<file path="config.mk">
export PLATFORM = sky130hd
export DESIGN_NAME = decoder_3x8_seq
export DESIGN_NICKNAME = d
export VERILOG_FILES = /design/src/rtl/decoder_3x8_seq.sv
export SDC_FILE = /design/constraint.sdc
export NUM_CORES = 1
export LEC_CHECK = 0
export CAP_MARGIN = 25
export CORE_MARGIN = 3
export CORE_UTILIZATION = 25
export DETAILED_ROUTE_END_ITERATION = 16
export GPL_TIMING_DRIVEN = 1
export PLACE_DENSITY = 0.44
export SLEW_MARGIN = 20
export SYNTH_ARGS = -nofsm -noshare
export SYNTH_HDL_FRONTEND = slang
export SYNTH_SLANG_ARGS = --single-unit
</file>
<file path="constraint.sdc">
create_clock -name clk -period 2.3 [get_ports clk]
set_input_delay 0.345 -clock clk [delete_from_list [all_inputs] [get_ports clk]]
set_output_delay 0.345 -clock clk [all_outputs]
set_load 0.005 [all_outputs]
</file>
<file path="src/rtl/decoder_3x8_seq.sv">
// Registered 3-to-8 one-hot decoder with a minimum output hold time and release counter.
// Latency: one edge from accept to out_valid; out_valid stays up at least HOLD_CYCLES cycles.
// Backpressure: out_ready is honoured only after the hold expires; in_ready is low while a decode is in flight.
module decoder_3x8_seq #(
  parameter int HOLD_CYCLES = 4,
  parameter int CNT_W       = 8
) (
  input  logic             clk,
  input  logic             rst_n,
  input  logic             en,
  input  logic [2:0]       in,
  input  logic             in_valid,
  output logic             in_ready,
  output logic [7:0]       out,
  output logic             out_valid,
  input  logic             out_ready,
  output logic [CNT_W-1:0] decode_count
);

  typedef enum logic [1:0] {
    IDLE  = 2'd0,
    HOLD  = 2'd1,
    DRAIN = 2'd2
  } state_t;

  // Counter is loaded with HOLD_CYCLES-1 because the accept edge itself
  // already accounts for the first cycle of out_valid.
  localparam logic [7:0] HOLD_LOAD = 8'(HOLD_CYCLES - 1);
  localparam bit         SKIP_HOLD = (HOLD_CYCLES == 1);

  state_t     state;
  logic [7:0] hold_cnt;

  // Only the accept qualifier is combinational; new codes are taken in IDLE when enabled.
  assign in_ready = (state == IDLE) && en;

  // Decode FSM: capture code on accept, enforce the minimum hold, then wait for the downstream ack.
  always_ff @(posedge clk) begin
    if (!rst_n) begin
      state        <= IDLE;
      hold_cnt     <= 8'd0;
      out          <= 8'h00;
      out_valid    <= 1'b0;
      decode_count <= '0;
    end else begin
      case (state)
        IDLE: begin
          if (in_valid && in_ready) begin
            out       <= 8'h01 << in;
            out_valid <= 1'b1;
            hold_cnt  <= HOLD_LOAD;
            state     <= SKIP_HOLD ? DRAIN : HOLD;
          end
        end
        HOLD: begin
          // out_ready is deliberately ignored here so the hold cannot be cut short.
          hold_cnt <= hold_cnt - 8'd1;
          if (hold_cnt == 8'd1) begin
            state <= DRAIN;
          end
        end
        DRAIN: begin
          if (out_ready) begin
            out          <= 8'h00;
            out_valid    <= 1'b0;
            decode_count <= decode_count + 1'b1;
            state        <= IDLE;
          end
        end
        default: begin
          state     <= IDLE;
          out       <= 8'h00;
          out_valid <= 1'b0;
          hold_cnt  <= 8'd0;
        end
      endcase
    end
  end

endmodule

</file>
# Word-level counts from Yosys, hierarchy flattened
# Index checks and enable logic that the tools add are counted.
[classes]
n_addsub = 2
eq_ne = 6
n_shift = 1
n_mux = 12
bitwise_logic = 2
n_reduce_logical = 7
[op_table]
columns = ["operator", "count"]
rows = [
  ["8-bit one-hot mux with 3 select lines", 2],
  ["8-bit two-way mux", 3],
  ["8-bit by 1-bit adder with 8-bit output, second input constant", 1],
  ["8-bit by 1-bit equality test with 1-bit output, second input constant", 1],
  ["1-bit by 3-bit << shifter with 8-bit output, first input constant", 1],
  ["8-bit by 1-bit subtractor with 8-bit output, second input constant", 1],
  ["2-bit two-way mux", 3],
  ["2-bit one-hot mux with 3 select lines", 1],
  ["3-bit AND reduction", 2],
  ["2-bit != test, second input constant", 2],
  ["2-bit AND reduction", 2],
  ["1-bit one-hot mux with 3 select lines", 1],
  ["2-bit by 1-bit equality test with 1-bit output, second input constant", 1],
  ["2-bit equality test, second input constant", 1],
  ["1-bit logical AND", 2],
  ["2-bit logical NOT", 1],
  ["1-bit two-way mux", 2],
  ["2-bit by 1-bit != test with 1-bit output, second input constant", 1],
  ["1-bit NOT", 2],
]
[totals]
reg_bits = 27
input_bits = 8
out_inout_bits = 18
word_cells = 35

# Longest topological paths before layout
# Gate-level depths: netlist of run 1.
[depth]
depth_word = 5
ltp_mapped = 5
ltp_nobuf = 5

# Worst setup path before layout of run 1
# No wires, ideal clock.
[synth_timing]
kind = "reg2reg"
from = "register hold_cnt[0]"
to = "register hold_cnt[6]"
setup_time_ps = 74
t_arrival_ps = 1647
setup_slack_ps = 579
stages_incl_launch_ff = 6
synth_period_minus_slack_ps = 1721
path_cell_list = "dfxtp_1 > inv_1 > ha_1 > or4b_1 > or4b_1 > a31oi_1"
[synth_via]
elab_chain_cells = 2
[synth_rtl]
columns = ["item", "line_no", "source"]
rows = [
  ["start, declared", "32", "logic [7:0] hold_cnt;"],
  ["start signal, assigned", "57", "hold_cnt <= hold_cnt - 8'd1;"],
  ["8-bit by 1-bit subtractor with 8-bit output", "57", ""],
  ["8-bit one-hot mux with 3 select lines", "46", "case (state)"],
]
# No other way between the ends.
# A chain may end at the register's enable or synchronous reset.

# Final worst setup path of run 1
[layout_timing]
from = "register state[0]"
to = "output in_ready"
[layout_via]
elab_chain_cells = 2
[layout_rtl]
columns = ["item", "line_no", "source"]
rows = [
  ["start, declared", "31", "state_t state;"],
  ["start signal, assigned", "52", "state <= SKIP_HOLD ? DRAIN : HOLD;"],
  ["2-bit logical NOT", "35", "assign in_ready = (state == IDLE) && en;"],
  ["1-bit logical AND", "35", ""],
  ["end, declared", "13", "output logic in_ready,"],
]
# No other way between the ends.

==> impl_metrics.csv, run 1 <==
group,metric,value,unit
run_status,status,"completed",
global_route,overflow,0,
floorplan,num_rows,25,
clocking,cts_buffers,3,
synth,yosysSeqAreaShare,43.37,%
floorplan,die_width,76.60,um
timing,fin_worst_skew,0.004260,ns
global_route,grt_max_degree,16,
timing,drv_slew,0,
synth,synth_area,1246,um2
layout,fin_nets,182,
routing,vias,1152,
timing,fin_crit_sh,88.03,%
global_route,grt_antenna_before_repair,0,
clocking,hold_buffers,0,
routing,ant_nets,0,
floorplan,die_area,5868,um2
timing,rsz0062_at_grt,"false",
routing,highest_layer,"met4",
floorplan,ios,26,
synth,yosysTopAreaCellShare,43.37,%
layout,post-route-util,33.80,%
synth,avgSynthCellArea,8.594,um2
synth,ys_ff_latch,27,
routing,dr.pass1.iters,4,
synth,synth_area_leaders,"dfxtp_1 (43%), nand2_1 (5.7%), a21oi_1 (3.6%)",
synth,yosysTopAreaCell,"dfxtp_1",
routing,route.met2.wl,1.322,mm
routing,via_per_inst,4.861,
placement,portBuffers,25,
timing,whs,0.4757,ns
synth,synthArstFlopShare,0,%
placement,gp_congestion,0.7621,
synth,yosysUniqueCellTypes,36,
routing,dr_wl_met3,183,um
global_route,grt_pass1_vias,1063,
worst_setup_path,cpPeakStageDelay,0.56,ns
worst_setup_path,cpMaxStageDelayCell,"dfxtp_1",
clocking,path_clk_slew,0.09,ns
clocking,postCtsSetupBuffers,0,
routing,avgRoutedWirePerCell,13.03,um
worst_setup_path,crit_arrival,1.68,ns
power,p_leak,0.5352,nW
routing,routed_wl,3.089,mm
layout,n_antenna_cell,0,
synth,synthCells,145,
worst_setup_path,reg2reg_from,"hold_cnt[0]",
synth,synth-edff-count,0,
clocking,cts_tree,"built",
floorplan,start_util,26.04,%
clocking,htree_levels,1,
worst_setup_path,path_cells,"inv_1 > and3_1 > clkdlybuf4s50_1",
clocking,root_buffer,"clkbuf_8",
floorplan,dieHeight,76.60,um
layout,drive_above_1_share,3.529,%
timing,hold_violations,0,
placement,dp_cells,233,
hold_path,holdCritStartpoint,"out[7]",
layout,seq_area,540.5,um2
synth,yosysWarnings,0,
worst_setup_path,critPathLaunchType,"flop",
timing,fin_crit,2.025,ns
layout,finalNonFillerCells,237,
clocking,clk-insertion-delay-late,0.27,ns
layout,area_growth,29.82,%
timing,worst_slew_pin_slew,0.7195,ns
floorplan,core,4786,um2
worst_setup_path,cp.required,1.96,ns
clocking,clockBufferDepth,2,
worst_setup_path,worst-setup-path-type,"reg -> out",
timing,setup_violations,0,
clocking,cts_resized,0,
timing,relSlewSlack,52.03,%
layout,multi_input_area,656.9,um2
global_route,globalRouteTotalUtil,10.69,%
job,maxCapViolations,0,
power,ir_drop,0.3529,mV
timing,max_freq,493.9,MHz
worst_setup_path,crit_start,"state[0]",
worst_setup_path,worstPathMaxFanout,12,
worst_setup_path,end_kind,"output pin",
global_route,grt_pass1_wl,5.216,mm
hold_path,min_path_type,"reg -> reg",
timing,tns,0,ns
synth,ys_dominant_reg_cell,"dfxtp_1",
power,power_density,583.9,nW/um2
routing,drc,0,
routing,met1_length,1.559,mm
clocking,clock-sinks,27,
synth,syn_nets,156,
routing,drtIter0Drc,25,
layout,final.fill_count,496,
placement,hpwl,2.260,mm
power by group:
group          switching (mW)  internal, mW  leakage, nW
Sequential             0.0255         0.488        0.219
Combinational          0.0819        0.0723        0.293
Clock                   0.153         0.124       0.0228
worst paths after layout:
path	end	slack [ns]	cells after the start
worst max-delay path	in_ready	0.28	3
worst min-delay path	out[7]	0.48	2
worst max register to register	hold_cnt[6]	0.42	5
worst min register to register	out[7]	0.48	2
routing by layer:
| layer | vias up | track usage (%) |
|---|---|---|
| li1 | 587 | - |
| met2 | 20 | 16.70 |
| met3 | 2 | 3.664 |
| met1 | 543 | 14.07 |
| met5 | - | 0 |
| met4 | 0 | 2.717 |
critical path: cells and delay by family, from the launching register on:
family / cells / cell delay [ns]
buffers and inverters: 2 / 0.65
AND/OR/NAND/NOR: 1 / 0.20
flip-flops: 1 / 0.56
cells in the mapped netlist (all sizes together), types with 2 or more instances:
cell and n:
or4b 2, nor2 6, ha 3, a21oi 9, o21ai 5, dfxtp 27, mux2i 3, nor4 3
a31oi 3, inv 7, nor3 3, o31ai 2, nand2 19, clkbuf 6, o211ai 2, nand3b 5
o22ai 7, o32ai 2, a311oi 3, nand2b 4, nand4b 2, nor2b 2, nand3 4, or3 4
cells by family (layout without fill, tap and decap cells):
family                   after synthesis  after routing  share of synthesized area (%)
AO/OA/AOI/OAI                         37             37                          19.28
XOR/XNOR                               1              1                         0.7029
adder cells (fa/ha/maj)                3              3                          3.012
buffers and inverters                 13             38                          3.916
flip-flops                            27             27                          43.37
multiplexers                           3              3                          2.410
AND/OR/NAND/NOR                       61             61                          27.31
final cells by class:
| cell class | count | share of cell area, % |
|---|---|---|
| sequential | 27 | 33.41 |
| tap | 67 | 5.182 |
| inverter | 7 | 1.624 |
| clock buffer | 4 | 2.784 |
| multi-input combinational | 105 | 40.60 |
| timing repair buffer | 27 | 16.40 |
flip-flops by register name, indices dropped and copies added, names as in the netlist:
register and count:
state 2, decode_count 8, out_valid 1, out 8
hold_cnt 8
metrics by stage:
stage          power [mW]  instance area (um2)  setup slack, ns
4_1_cts            0.9614                 1618           0.2867
6_report           0.9446                 1618           0.2753
5_1_grt            0.9947                 1618           0.1919
3_3_place_gp       0.6750                 1573           0.3574
2_1_floorplan      0.6174                 1246           0.5787
3_5_place_dp       0.6776                 1573           0.2669
placed cells by master (no fill, tap or decap), drive strengths merged, types with 3 or more instances in the layout:
cell type      netlist  final
dfxtp               27     27
clkdlybuf4s50        0     25
nand2               19     19
a21oi                9      9
inv                  7      7
o22ai                7      7
nor2                 6      6
nand3b               5      5
o21ai                5      5
or3                  4      4
nand2b               4      4
nand3                4      4
clkbuf               6      4
nor4                 3      3
nor3                 3      3
a311oi               3      3
a31oi                3      3
mux2i                3      3
ha                   3      3
(Power assumes the default switching activity.)
==> run 2, diff against run 1 <==
Settings changed: CAP_MARGIN 25 to default, CTS_BUF_LIST from default to sky130_fd_sc_hd__clkbuf_8.
==> run 2 against run 1 <==
  * Clock-buffer cell count down 1
  * Critical path depth stayed put
  * Design area stayed put
==> impl_metrics.csv, run 2 (synthesized netlist as in run 1, its figures left out) <==
group,metric,value,unit
run_status,status,"completed",
floorplan,die_width,76.60,um
routing,drtIter0Drc,25,
global_route,grt_max_degree,16,
worst_setup_path,r2r_slack,0.42,ns
routing,avgRoutedWirePerCell,13.03,um
global_route,globalRouteTotalUtil,10.69,%
power,power_density,581.4,nW/um2
clocking,cts_resized,0,
power,p_int,0.6800,mW
clocking,clockBufferDepth,2,
timing,max_freq,495.6,MHz
global_route,grt_antenna_before_repair,0,
timing,fin_crit,2.018,ns
placement,hpwl,2.260,mm
timing,setup_violations,0,
clocking,path_clk_slew,0.09,ns
layout,drive_above_1_share,3.529,%
timing,hold_violations,0,
clocking,htree_levels,1,
timing,tns,0,ns
clocking,cts_tree,"built",
placement,dp_cells,233,
layout,final_common_cell,"dfxtp_1",
timing,drv_slew,0,
power,p_leak,0.5394,nW
global_route,overflow,0,
routing,routed_wl,3.087,mm
routing,drc,0,
clocking,hold_buffers,0,
hold_path,hold_depth,2,
clocking,clock-sinks,27,
floorplan,num_rows,25,
routing,vias,1152,
clocking,cts_buffers,3,
placement,place_ws,0.2669,ns
timing,relSlewSlack,52.18,%
layout,finalNonFillerCells,237,
job,maxCapViolations,0,
routing,dr.pass1.iters,4,
timing,fin_worst_skew,0.003660,ns
floorplan,core,4786,um2
worst_setup_path,reg2reg_from,"hold_cnt[0]",
timing,fin_crit_sh,87.73,%
floorplan,start_util,26.04,%
placement,place_area,1573,um2
timing,worst_slew_pin_slew,0.7173,ns
worst_setup_path,worstPathMaxFanout,12,
hold_path,min_path_type,"reg -> reg",
clocking,postCtsSetupBuffers,0,
worst_setup_path,r2r-end,"hold_cnt[6]",
global_route,grt_pass1_wl,5.216,mm
floorplan,dieHeight,76.60,um
power,ir_drop,0.3539,mV
placement,gp_congestion,0.7621,
layout,layout_common_cells,"dfxtp_1 (27), clkdlybuf4s50_1 (25), nand2_1 (19), a21oi_1 (9), inv_1 (8)",
clocking,root_buffer,"clkbuf_8",
layout,area_growth,29.82,%
worst_setup_path,worst-setup-path-type,"reg -> out",
power,comb_power_share,16.4,%
timing,whs,0.4758,ns
worst_setup_path,reg2regPathDepth,5,
layout,n_antenna_cell,0,
worst_setup_path,critPathLaunchType,"flop",
routing,ant_nets,0,
hold_path,holdPathEnd,"out[7]",
floorplan,die_area,5868,um2
timing,fin_ws,0.2822,ns
power,switching_share,27.70,%
power,p_sw,0.2606,mW
worst_setup_path,crit_arrival,1.67,ns
placement,portBuffers,25,
floorplan,ios,26,
worst_setup_path,end_kind,"output pin",
global_route,grt_pass1_vias,1063,
routing,via_per_inst,4.861,
clocking,clk-insertion-delay-late,0.27,ns
worst_setup_path,cp.required,1.96,ns
layout,reg.largest.list,"decode_count (8), hold_cnt (8), out (8)",
layout,fin_nets,182,
layout,finish.instance_area,1618,um2
power,p_clk_share,29.1,%
hold_path,holdCritStartpoint,"out[7]",
power,share_seq_of_total_power,54.6,%
timing,rsz0062_at_grt,"false",
run 2: changes by cell type in the layout (fill, tap and decap cells not counted):
cell | before | now
clkbuf_1 | 1 | 0
inv_1 | 7 | 8
run 2: final cells by class:
type | instances | area (um2)
clock inverter | 1 | 3.754
multi-input combinational | 105 | 656.9
fill | 496 | 3168
inverter | 7 | 26.28
clock buffer | 3 | 41.29
sequential | 27 | 540.5
timing repair buffer | 27 | 265.3
tap | 67 | 83.83
run 2: critical path, cell delays in order (launching register included):
cell and delay [ns]:
dfxtp_1 0.56, inv_1 0.21, and3_1 0.20, clkdlybuf4s50_1 0.44
run 2: how the worst max path moves through the flow:
stage | cells after the start | from | to | slack (ns)
2_1_floorplan | 5 | hold_cnt[0] | hold_cnt[6] | 0.58
3_3_place_gp | 4 | en | out[4] | 0.36
3_5_place_dp | 4 | en | out[4] | 0.27
4_1_cts | 3 | state[0] | in_ready | 0.29
5_1_grt | 3 | state[0] | in_ready | 0.19
6_report | 3 | state[0] | in_ready | 0.28
run 2: per-stage QoR:
step	power, mW	util (%)
3_5_place_dp	0.6776	32.86
4_1_cts	0.9577	33.80
6_report	0.9406	33.80
3_3_place_gp	0.6750	32.86
5_1_grt	0.9907	33.80
2_1_floorplan	0.6174	-
run 2: metal layers:
metal / vias up / track usage, % / share of wire, %
met2: 18 / 16.70 / 43
li1: 587 / - / -
met5: - / 0 / 0
met4: 0 / 2.717 / 0.75
met3: 2 / 3.664 / 5.9
met1: 545 / 14.07 / 50
run 2: power groups by stage:
| stage | Clock, mW | Combinational (mW) | Sequential, mW |
|---|---|---|---|
| after floorplan | 0 | 0.103 | 0.514 |
| after global placement | 0 | 0.152 | 0.523 |
| after detailed placement | 0 | 0.154 | 0.524 |
| after CTS | 0.290 | 0.155 | 0.513 |
| after global routing | 0.301 | 0.171 | 0.518 |
| final | 0.273 | 0.154 | 0.513 |
